--- config.mk ---
export PLATFORM = sky130hd
export DESIGN_NAME = serial_subtractor
export DESIGN_NICKNAME = d
export VERILOG_FILES = /design/src/rtl/serial_subtractor_pkg.sv /design/src/rtl/serial_subtractor_full_subtractor.sv /design/src/rtl/serial_subtractor.sv
export SDC_FILE = /design/constraint.sdc
export NUM_CORES = 1
export LEC_CHECK = 0
export ABC_AREA = 1
export BUFFER_PORTS_ARGS = -buffer_cell sky130_fd_sc_hd__buf_2
export CAP_MARGIN = 20
export CORE_ASPECT_RATIO = 1.1
export CORE_UTILIZATION = 50
export DETAILED_ROUTE_END_ITERATION = 6
export PLACE_DENSITY = 0.73
export SLEW_MARGIN = 20
export SYNTH_ARGS = -nofsm -noshare
export SYNTH_HDL_FRONTEND = slang
export SYNTH_SLANG_ARGS = --single-unit
--- constraint.sdc ---
create_clock -name clk -period 1.9 [get_ports clk]
set_clock_uncertainty 0.2 [all_clocks]
set_input_delay 0.095 -clock clk [delete_from_list [all_inputs] [get_ports clk]]
set_output_delay 0.095 -clock clk [all_outputs]
set_load 0.02 [all_outputs]
--- src/rtl/serial_subtractor_pkg.sv ---
// Shared definitions for the bit-serial arithmetic blocks.
// The serial adder reuses the state encoding and the counter sizing.
package serial_subtractor_pkg;

  typedef enum logic [1:0] {
    S_IDLE  = 2'd0,
    S_SHIFT = 2'd1,
    S_DONE  = 2'd2
  } state_t;

  // A single-bit operand still needs a 1-bit counter.
  function automatic int cntWidth(input int w);
    return (w <= 1) ? 1 : $clog2(w);
  endfunction

endpackage

--- src/rtl/serial_subtractor_full_subtractor.sv ---
// One-bit full subtractor: d = x - y - bin, with borrow-out.
// This is the subtract counterpart of the adder bit cells.
module full_subtractor (
  input  logic x,
  input  logic y,
  input  logic bin,
  output logic d,
  output logic bout
);

  assign d    = x ^ y ^ bin;
  assign bout = (~x & y) | (~(x ^ y) & bin);

endmodule

--- src/rtl/serial_subtractor.sv ---
// Bit-serial unsigned subtractor, LSB first, one bit per clock.
// The start/busy/done handshake accepts one operation at a time.
module serial_subtractor
  import serial_subtractor_pkg::*;
#(
  parameter int WIDTH = 8
) (
  input  logic             clk,
  input  logic             rst_n,
  input  logic             start,
  input  logic [WIDTH-1:0] a,
  input  logic [WIDTH-1:0] b,
  output logic             busy,
  output logic             done,
  output logic [WIDTH-1:0] diff,
  output logic             borrow
);

  localparam int CNT_W = cntWidth(WIDTH);

  state_t           r_state;
  state_t           w_nextState;
  logic [WIDTH-1:0] r_a;
  logic [WIDTH-1:0] r_b;
  logic [WIDTH-1:0] r_diff;
  logic [WIDTH-1:0] w_diffShift;
  logic [CNT_W-1:0] r_count;
  logic             r_br;
  logic             r_borrow;
  logic             w_d;
  logic             w_brNext;
  logic             w_lastBit;

  full_subtractor u_fullSub (
    .x    (r_a[0]),
    .y    (r_b[0]),
    .bin  (r_br),
    .d    (w_d),
    .bout (w_brNext)
  );

  assign w_lastBit = (r_count == CNT_W'(WIDTH - 1));

  // Each result bit enters at the MSB so that after WIDTH shifts bit 0 is at the LSB.
  generate
    if (WIDTH == 1) begin : gen_diffOne
      assign w_diffShift = w_d;
    end else begin : gen_diffMany
      assign w_diffShift = {w_d, r_diff[WIDTH-1:1]};
    end
  endgenerate

  always_ff @(posedge clk or negedge rst_n) begin
    if (!rst_n) begin
      r_state <= S_IDLE;
    end else begin
      r_state <= w_nextState;
    end
  end

  always_comb begin
    w_nextState = r_state;
    case (r_state)
      S_IDLE:  if (start) w_nextState = S_SHIFT;
      S_SHIFT: if (w_lastBit) w_nextState = S_DONE;
      S_DONE:  w_nextState = S_IDLE;
      default: w_nextState = S_IDLE;
    endcase
  end

  always_comb begin
    busy = 1'b0;
    done = 1'b0;
    case (r_state)
      S_SHIFT: busy = 1'b1;
      S_DONE: begin
        busy = 1'b1;
        done = 1'b1;
      end
      default: ;
    endcase
  end

  // The borrow output only moves on the final bit, so it keeps the previous result during SHIFT.
  always_ff @(posedge clk or negedge rst_n) begin
    if (!rst_n) begin
      r_a      <= '0;
      r_b      <= '0;
      r_diff   <= '0;
      r_count  <= '0;
      r_br     <= 1'b0;
      r_borrow <= 1'b0;
    end else if (r_state == S_IDLE && start) begin
      r_a     <= a;
      r_b     <= b;
      r_br    <= 1'b0;
      r_count <= '0;
    end else if (r_state == S_SHIFT) begin
      r_diff  <= w_diffShift;
      r_a     <= r_a >> 1;
      r_b     <= r_b >> 1;
      r_br    <= w_brNext;
      r_count <= r_count + CNT_W'(1);
      if (w_lastBit) r_borrow <= w_brNext;
    end
  end

  assign diff   = r_diff;
  assign borrow = r_borrow;

endmodule

==> results.py, run 1 <==
metrics = {
    "sta": {
        "finalSetupViolCount": 0,
        "slew_violations": 0,
        "post-route-min-period_ns": 1.651,
        "finalHoldViolCount": 0,
        "setup_tns_ns": 0,
        "tightest_slew_ns": 0.7004,
        "fmax_mhz": 605.7,
        "period_share": 0.8690,
        "rsz0062_at_grt": "false",
        "slew_headroom": 0.5330,
    },
    "clock_network": {
        "cts_tree": "done",
        "cts_setup_buffers": 0,
        "clk_path_buf_depth": 2,
        "cts.clk_slew.worst_paths_ns": 0.10,
        "clock_sinks": 31,
        "numCtsBuffers": 5,
        "root_buffer": "clkbuf_4",
        "htree_levels": 2,
        "clock_latency_ns": 0.33,
    },
    "grt": {
        "grt_use_total": 0.2025,
        "grt_max_degree": 32,
        "gr-total-overflow": 0,
        "antenna_found_initial": 0,
        "grt_pass1_vias": 1278,
        "grt_pass1_wl_um": 5313,
    },
    "synth": {
        "syn_area_per_cell_um2": 7.943,
        "synthDistinctLibCells": 20,
        "syn_area_um2": 1597,
        "seq_area_frac_synth": 0.4859,
        "ys_ff_latch": 31,
        "yosysWarnings": 0,
        "synth_nets": 227,
        "syn_inst": 201,
    },
    "drt": {
        "ant_nets": 0,
        "wl_um": 3003,
        "dr.pass1.iters": 4,
        "num_vias": 1339,
        "drtIter0Drc": 41,
        "wire_per_inst_um": 10.54,
        "remaining_drc_errors": 0,
        "drt-vias-per-instance": 4.698,
    },
    "final_layout": {
        "nNetsFinal": 276,
        "area_growth_pct": 22.81,
        "final_core_util": 0.6433,
        "antenna_cells": 0,
        "drive_gt1_frac": 0.1833,
        "final-instance-count-excl-fill": 285,
    },
    "setup_path": {
        "arrival_ns": 1.66,
        "slowest_stage": "dfrtp_1",
        "cp-end-kind": "flop",
        "startpoint_type": "flop",
        "worst-path-buf-inv": 2,
        "slowest_delay_ns": 0.40,
        "crit_top_cell": "nand2_1",
        "worst-setup-path-type": "flop to flop",
        "critPathTopFamily": "flip-flops",
        "path_max_fanout": 23,
        "crit_chain": "inv_1 > ha_1 > nand2_4 > buf_4 > nand2_1 > nand2_1 > nand2_1",
        "crit_required_ns": 1.91,
    },
    "placement": {
        "gp_congestion": 0.7157,
        "place_hpwl_um": 1910,
        "dp_cells": 259,
        "port-buffer-count": 29,
    },
    "power": {
        "p_sw_w": 0.001261,
        "power_w": 0.002890,
        "p_per_area_nw_per_um2": 1474,
        "ir_drop_mv": 1.016,
        "clockPowerShare": 0.123,
        "internal_power_w": 0.001629,
        "pwr-share-seq": 0.396,
        "leakage_nw": 1.134,
        "switching_share": 0.4365,
        "power_frac_comb": 0.482,
    },
    "hold_path": {
        "worstHoldPathType": "primary input to asynchronous set/reset pin",
    },
    "floorplanning": {
        "pin_count": 30,
        "initial_utilization": 0.5238,
        "rows": 21,
        "die_x_um": 55.88,
        "core-area_um2": 3048,
        "die_h_um": 61.27,
        "die_area_um2": 3423,
    },
    "flow_run": {
        "drv_cap": 0,
    },
    "outcome": {
        "status": "completed",
    },
}
power groups by stage:
stage | Sequential [W] | Combinational [W] | Clock [W]
global route | 0.00118 | 0.00162 | 0.000394
detailed placement | 0.00116 | 0.00138 | 0
floorplan | 0.00122 | 0.00107 | 0
CTS | 0.00115 | 0.00141 | 0.000370
global placement | 0.00115 | 0.00135 | 0
finish | 0.00114 | 0.00139 | 0.000355
worst register-to-register path: stages (launching register included):
cell	delay, ns
dfrtp_1	0.40
inv_1	0.09
ha_1	0.24
nand2_4	0.23
buf_4	0.21
nand2_1	0.06
nand2_1	0.06
nand2_1	0.05
placed cells by master, fill, tap and decap left out:
| master | n |
|---|---|
| nand2_1 | 93 |
| nor2_1 | 4 |
| ha_1 | 6 |
| clkbuf_4 | 5 |
| inv_1 | 20 |
| xnor2_1 | 1 |
| nor2_2 | 1 |
| buf_4 | 4 |
| dfrtp_1 | 31 |
| dlygate4sd3_1 | 18 |
| clkbuf_1 | 2 |
| inv_2 | 1 |
| buf_2 | 29 |
| inv_6 | 1 |
| clkinv_2 | 1 |
| nand3_1 | 24 |
| o21ai_0 | 4 |
| a21oi_1 | 1 |
| nand2_4 | 1 |
| nand2_2 | 3 |
| fa_1 | 1 |
routing by layer:
| layer | GRT usage | vias up | share of wire | wire, um |
|---|---|---|---|---|
| li1 | - | 704 | - | - |
| met1 | 0.2355 | 598 | 0.45 | 1364 |
| met2 | 0.3735 | 32 | 0.49 | 1484 |
| met3 | 0.04412 | 5 | 0.034 | 102 |
| met4 | 0.08362 | 0 | 0.017 | 51 |
| met5 | 0 | - | 0 | 0 |
final timing paths:
check / startpoint / to / slack (ns) / depth (start not counted)
max: r_state[0] / r_b[2] / 0.25 / 7
min: rst_n / r_state[0] / 0.14 / 2
max reg2reg: r_state[0] / r_b[2] / 0.25 / 7
min reg2reg: diff[0] / diff[0] / 0.27 / 2
max in group asynchronous: rst_n / r_a[2] / 0.89 / 2
min in group clk: diff[0] / diff[0] / 0.27 / 2
registers in the layout, summed over array words and instances (netlist names):
name	flops
r_a	8
r_br	1
r_b	8
r_count	3
borrow	1
r_state	2
diff	8
final cells by class:
class                   count  area, um2
well taps                  34      42.54
multi-input cells         139      649.4
fillers                   282       1087
repair buffers             51      355.3
clock inverters             1      5.005
flip-flops and latches     31      775.7
clock buffers               7      45.04
inverters                  22      87.58
cell usage after synthesis:
cell	instances	area (um2)
xnor2_1	1	8.760
buf_4	3	22.52
nand2_4	1	11.26
ha_1	6	75.07
buf_12	1	20.02
nand3_1	24	120.1
dfrtp_1	31	775.7
a21oi_1	1	5.000
nor2_2	1	6.260
nand2_1	93	349.1
nor2_1	4	15.01
nand2_2	3	18.77
o21ai_0	4	20.02
buf_2	3	15.01
buf_8	1	15.01
buf_6	1	11.26
inv_6	1	8.760
inv_1	20	75.07
inv_2	1	3.750
fa_1	1	20.02
cell families (layout without fill, tap and decap cells):
group           after synthesis  count (layout)  synth area share
simple gates                126             126            0.3260
xor+xnor                      1               1          0.005487
buf+inv                      31              81            0.1074
compound gates                5               5           0.01567
fa+ha+maj                     7               7           0.05956
flops                        31              31            0.4859
metrics by stage:
step | area [um2] | hold slack [ns] | setup slack, ns
after floorplan | 1597 | -0.4006 | 0.4946
after global placement | 1730 | -0.01019 | 0.2917
after detailed placement | 1730 | -0.01966 | 0.2834
after CTS | 1961 | 0.1442 | 0.2417
after global routing | 1961 | 0.1922 | 0.1315
final | 1961 | 0.1381 | 0.2490
timing repair:
item	in CTS	in global routing
hold buffers	18	0
endpoints found under the setup margin	0	0
endpoints found under the hold margin	49	0
resized for setup	0	0
No activity file was read; power rests on OpenSTA's default activity.
==> run 2: changes to the inputs <==
--- a/config.mk
+++ b/config.mk
@@ -9,9 +9,12 @@
 export BUFFER_PORTS_ARGS = -buffer_cell sky130_fd_sc_hd__buf_2
 export CAP_MARGIN = 20
 export CORE_ASPECT_RATIO = 1.1
+export CORE_MARGIN = 3
 export CORE_UTILIZATION = 50
 export DETAILED_ROUTE_END_ITERATION = 6
+export HOLD_SLACK_MARGIN = 0.1
 export PLACE_DENSITY = 0.73
+export SETUP_SLACK_MARGIN = 0.4
 export SLEW_MARGIN = 20
 export SYNTH_ARGS = -nofsm -noshare
 export SYNTH_HDL_FRONTEND = slang
==> run 2 against run 1 <==
  * Combinational power grew 17%
  * Register-to-register slack gained 0.16 ns
  * Clock power grew 55%
  * Final cell count grew 1.1%
  * Sequential power is essentially flat
  * Clock-buffer cell count shrank 1
  * Design area grew 6.6%
  * Setup slack gained 0.15 ns
  * Sequential share of layout area shrank 2.5 points
  * Critical path depth shrank 4
  * Global-route usage grew 0.17 points
  * Non-clock buffer count grew 1
==> results.py, run 2 (synthesis gave the netlist of run 1 again) <==
metrics = {
    "outcome": {
        "status": "completed",
    },
    "floorplanning": {
        "die_h_um": 65.27,
        "core-area_um2": 2903,
        "die_area_um2": 3908,
        "initial_utilization": 0.5500,
        "rows": 20,
        "pin_count": 30,
        "die_x_um": 59.88,
    },
    "power": {
        "internal_power_w": 0.001911,
        "switching_share": 0.4259,
        "clockPowerShare": 0.166,
        "power_frac_comb": 0.488,
        "pwr-share-seq": 0.346,
        "p_sw_w": 0.001417,
        "p_per_area_nw_per_um2": 1592,
        "leakage_nw": 1.181,
        "ir_drop_mv": 1.197,
    },
    "sta": {
        "setup_tns_ns": 0,
        "post-route-min-period_ns": 1.503,
        "tightest_slew_ns": 0.6978,
        "slew_headroom": 0.5348,
        "period_share": 0.7913,
        "fmax_mhz": 665.1,
        "finalHoldViolCount": 0,
        "finalSetupViolCount": 0,
        "slew_violations": 0,
        "rsz0062_at_grt": "true",
    },
    "setup_path": {
        "r2r_slack_ns": 0.41,
        "slowest_delay_ns": 0.42,
        "arrival_ns": 1.21,
        "path_max_fanout": 3,
        "crit_chain": "inv_2 > ha_4 > buf_6",
        "slowest_stage": "dfrtp_1",
        "r2r-start": "r_state[1]",
        "crit_required_ns": 1.60,
        "worst-setup-path-type": "flop to output pin",
        "r2r_end": "r_state[0]",
        "r2r_cells": 7,
        "startpoint_type": "flop",
        "cp-end-kind": "output pin",
    },
    "drt": {
        "num_vias": 1428,
        "wire_per_inst_um": 12.33,
        "remaining_drc_errors": 0,
        "wl_um": 3551,
        "drtIter0Drc": 37,
        "ant_nets": 0,
        "drt-vias-per-instance": 4.958,
        "dr.pass1.iters": 4,
    },
    "grt": {
        "grt_max_degree": 32,
        "grt_use_total": 0.2042,
        "grt_pass1_wl_um": 6072,
        "grt_pass1_vias": 1387,
        "gr-total-overflow": 0,
        "antenna_found_initial": 0,
    },
    "final_layout": {
        "fillers": 230,
        "multi_input_area_um2": 698.2,
        "antenna_cells": 0,
        "seq_area_um2": 775.7,
        "layout_commonest_cell": "nand2_1",
        "area_growth_pct": 30.96,
        "drive_gt1_frac": 0.2235,
        "nNetsFinal": 280,
        "final-instance-count-excl-fill": 288,
        "final_cell_mix": "nand2_1 (93), dfrtp_1 (31), buf_2 (27), nand3_1 (24)",
    },
    "clock_network": {
        "root_buffer": "clkbuf_4",
        "clock_latency_ns": 0.33,
        "numCtsBuffers": 5,
        "htree_levels": 2,
        "clk_path_buf_depth": 2,
        "clock_sinks": 31,
        "cts_tree": "done",
        "cts.clk_slew.worst_paths_ns": 0.11,
    },
    "placement": {
        "gp_congestion": 0.7705,
        "port-buffer-count": 29,
        "dp_cells": 256,
        "place_hpwl_um": 1990,
    },
    "flow_run": {
        "drv_cap": 0,
    },
    "hold_path": {
        "worstHoldPathType": "primary input to asynchronous set/reset pin",
    },
}
==> run 2: cell type report <==
| cell class | count | area share |
|---|---|---|
| Sequential cell | 31 | 0.3710 |
| Multi-Input combinational cell | 141 | 0.3339 |
| Timing Repair Buffer | 52 | 0.1831 |
| Inverter | 22 | 0.04668 |
| Clock buffer | 6 | 0.02454 |
| Tap cell | 33 | 0.01975 |
| Clock inverter | 2 | 0.01676 |
| Timing Repair inverter | 1 | 0.004189 |
==> run 2: repair_timing <==
action,CTS,global route
cloned,1,2
endpoints found under the hold margin,54,0
hold buffers,18,0
pin swaps,1,2
gates resized for setup,12,4
buffers inserted,1,2
endpoints found under the setup margin,24,15
==> run 2: worst max-delay path by stage <==
stage | from | slack (ns) | end | cells past startpoint
after floorplan | r_state[0] | 0.49 | r_b[4] | 8
after global placement | r_state[0] | 0.25 | r_b[1] | 7
after detailed placement | r_state[0] | 0.20 | r_b[1] | 7
after CTS | r_state[1] | 0.40 | done | 3
after global routing | r_state[0] | 0.34 | busy | 3
final | r_state[0] | 0.40 | busy | 3
==> run 2: stage by stage <==
| stage | hold slack (ns) | util | worst slack (ns) | total power (W) | cell area, um2 |
|---|---|---|---|---|---|
| final | 0.1243 | 0.7203 | 0.3966 | 0.003328 | 2091 |
| after global routing | 0.1848 | 0.7203 | 0.3413 | 0.003641 | 2091 |
| after CTS | 0.1452 | 0.7039 | 0.4038 | 0.003253 | 2043 |
| after detailed placement | -0.02279 | 0.5905 | 0.2011 | 0.002534 | 1714 |
| after global placement | -0.01762 | 0.5905 | 0.2467 | 0.002486 | 1714 |
| after floorplan | -0.4006 | - | 0.4946 | 0.002289 | 1597 |
==> run 2: worst max-delay path: cells and delay by family (launching register included) <==
family,cells,cell delay [ns]
DFF,1,0.42
buffers and inverters,2,0.24
adders and majority gates,1,0.21
==> run 2: layer usage <==
layer	GRT usage	vias up	part of all wire
met1	0.2573	675	0.44
met2	0.3405	27	0.51
met4	0.05817	0	0.015
li1	-	718	-
met3	0.05305	8	0.038
met5	0	-	0
==> run 2: power groups by stage <==
| stage | Clock (W) | Combinational (W) | Sequential (W) |
|---|---|---|---|
| 2_1_floorplan | 0 | 0.00107 | 0.00122 |
| 3_3_place_gp | 0 | 0.00134 | 0.00115 |
| 3_5_place_dp | 0 | 0.00137 | 0.00116 |
| 4_1_cts | 0.000555 | 0.00155 | 0.00115 |
| 5_1_grt | 0.000597 | 0.00186 | 0.00119 |
| 6_report | 0.000551 | 0.00162 | 0.00115 |
==> run 3: changes to the inputs <==
--- a/config.mk
+++ b/config.mk
@@ -10,10 +10,10 @@
 export CAP_MARGIN = 20
 export CORE_ASPECT_RATIO = 1.1
 export CORE_MARGIN = 3
-export CORE_UTILIZATION = 50
+export CORE_UTILIZATION = 49
 export DETAILED_ROUTE_END_ITERATION = 6
 export HOLD_SLACK_MARGIN = 0.1
-export PLACE_DENSITY = 0.73
+export PLACE_DENSITY = 0.75
 export SETUP_SLACK_MARGIN = 0.4
 export SLEW_MARGIN = 20
 export SYNTH_ARGS = -nofsm -noshare
==> constraint.sdc (replaced) <==
create_clock -name clk -period 1.3 [get_ports clk]
set_clock_uncertainty 0.2 [all_clocks]
set_input_delay 0.065 -clock clk [delete_from_list [all_inputs] [get_ports clk]]
set_output_delay 0.065 -clock clk [all_outputs]
set_load 0.02 [all_outputs]
==> run 3 against run 2 <==
  * The run now ends with negative setup slack left
  * Critical path depth rose by 4
  * Hold slack worse by 0.090 ns
  * First-iteration DRC count grew to 4.3 times the previous value
  * Sequential power is 64% higher
  * Clock-buffer cell count rose by 1
  * Final cell count grew 11%
  * Largest cell class is now multi-input gates
  * Highest routed layer unchanged
==> results.py, run 3 (synthesis gave the netlist of run 1 again) <==
metrics = {
    "floorplanning": {
        "die_x_um": 60.43,
        "core-area_um2": 3074,
        "initial_utilization": 0.5193,
        "die_area_um2": 3980,
        "rows": 21,
        "die_h_um": 65.87,
        "pin_count": 30,
    },
    "drt": {
        "num_vias": 1876,
        "drt-vias-per-instance": 5.881,
        "wl_um": 7388,
        "dr.pass1.iters": 5,
        "ant_nets": 0,
        "remaining_drc_errors": 0,
        "wire_per_inst_um": 23.16,
        "drtIter0Drc": 158,
    },
    "power": {
        "ir_drop_mv": 2.730,
        "p_per_area_nw_per_um2": 2682,
        "leakage_nw": 1.524,
    },
    "sta": {
        "slew_headroom": 0.8549,
        "period_share": 1.218,
        "finalHoldViolCount": 0,
        "finalSetupViolCount": 33,
        "rsz0062_at_grt": "true",
        "fmax_mhz": 631.8,
        "post-route-min-period_ns": 1.583,
        "slew_violations": 0,
        "tightest_slew_ns": 0.2176,
        "setup_ws_ns": -0.2829,
    },
    "final_layout": {
        "layout_commonest_cell": "nand2_1",
        "fin_area_um2": 2895,
        "final_core_util": 0.9418,
        "antenna_cells": 0,
        "final-instance-count-excl-fill": 319,
        "drive_gt1_frac": 0.5474,
        "area_growth_pct": 81.35,
        "final_cell_mix": "nand2_1 (52), nand2_2 (31), dfrtp_1 (31), buf_4 (20), buf_2 (18)",
        "nNetsFinal": 310,
    },
    "clock_network": {
        "htree_levels": 2,
        "numCtsBuffers": 5,
        "root_buffer": "clkbuf_4",
        "clk_path_buf_depth": 2,
        "holdBufCountCts": 17,
        "clock_sinks": 31,
        "cts.clk_slew.worst_paths_ns": 0.13,
        "clock_latency_ns": 0.34,
        "cts_tree": "done",
    },
    "setup_path": {
        "path_max_fanout": 6,
        "worst-setup-path-type": "flop to flop",
        "r2r_slack_ns": -0.28,
        "crit_top_cell": "nand2_1",
        "cp-end-kind": "flop",
        "arrival_ns": 1.61,
        "startpoint_type": "flop",
        "crit_chain": "buf_6 > ha_4 > clkbuf_16 > nand2_2 > nand2_1 > nand2_1 > nand2_1",
        "crit_required_ns": 1.33,
        "slowest_delay_ns": 0.43,
        "slowest_stage": "dfrtp_1",
    },
    "placement": {
        "dp_cells": 267,
        "place_ws_ns": -0.1015,
        "place_hpwl_um": 2030,
        "port-buffer-count": 29,
        "place_area_um2": 1906,
        "gp_congestion": 0.7874,
    },
    "hold_path": {
        "worstHoldPathType": "primary input to asynchronous set/reset pin",
    },
    "outcome": {
        "violations": "negative setup slack",
        "status": "complete, but fails checks",
    },
    "grt": {
        "grt_max_degree": 32,
        "grt_pass1_vias": 1634,
        "grt_pass1_wl_um": 7272,
        "antenna_found_initial": 0,
        "gr-total-overflow": 0,
        "grt_use_total": 0.2496,
    },
    "flow_run": {
        "drv_cap": 0,
    },
}
run 3: changes by cell type in the layout (fill, tap and decap cells not counted), moves of 4 or more:
cell | before | now
buf_6 | 2 | 16
nand3_1 | 24 | 9
nand3_2 | 0 | 11
nand3_4 | 0 | 4
inv_2 | 2 | 6
buf_2 | 27 | 18
nand2_1 | 93 | 52
o21ai_0 | 4 | 0
nand2_4 | 2 | 13
inv_1 | 18 | 14
buf_12 | 0 | 5
nand2_2 | 3 | 31
buf_4 | 4 | 20
run 3: final timing paths:
check                      startpoint      end  cells past startpoint
max                        r_state[0]   r_b[2]                      7
min                             rst_n   r_b[3]                      3
max reg2reg                r_state[0]   r_b[2]                      7
min reg2reg                    r_a[3]   r_a[3]                      2
max in group asynchronous       rst_n  diff[6]                      3
min in group clk                start     r_br                      4
run 3: routing by layer:
metal  vias up  wire length, um  track usage
met1       899             2495       0.2724
met2       143             3896       0.4473
met4         0              559      0.09214
met3        55              437      0.07227
met5         -                0            0
li1        779                -            -
run 3: cell type report:
cell class | instances | area [um2]
tap | 34 | 42.54
timing repair buffer | 84 | 865.8
inverter | 22 | 102.6
clock buffer | 7 | 65.06
sequential | 31 | 775.7
timing repair inverter | 1 | 8.758
multi-input combinational | 139 | 1027
clock inverter | 1 | 7.507
fill | 89 | 178.9
run 3: report_power, final:
part	switching [W]	total (W)	internal (W)
combinational	0.00274	0.00517	0.00243
sequential	0.000470	0.00189	0.00142
clock	0.000394	0.000711	0.000317
total	0.00361	0.00777	0.00416
run 3: worst max-delay path: cells and delay by family (launching register included):
kind,cells,cell delay (ns)
and+or+nand+nor,4,0.31
DFF,1,0.43
buffers and inverters,2,0.33
adders and majority gates,1,0.22
run 3: per-stage QoR:
step / total power (W) / hold slack [ns] / setup TNS [ns]
global route: 0.008069 / 0.02226 / -7.153
floorplan: 0.003517 / -0.4306 / -0.5942
finish: 0.007766 / 0.03482 / -5.994
detailed placement: 0.004163 / -0.1712 / -1.590
CTS: 0.005906 / -0.01303 / -1.993
global placement: 0.004110 / -0.1720 / -1.214
run 3: timing repair:
action,4_1_cts,5_1_grt
setup endpoints to repair,42,42
cloned,2,4
setup buffers,13,8
hold endpoints to repair,53,36
pin swaps,25,32
resized for setup,67,61
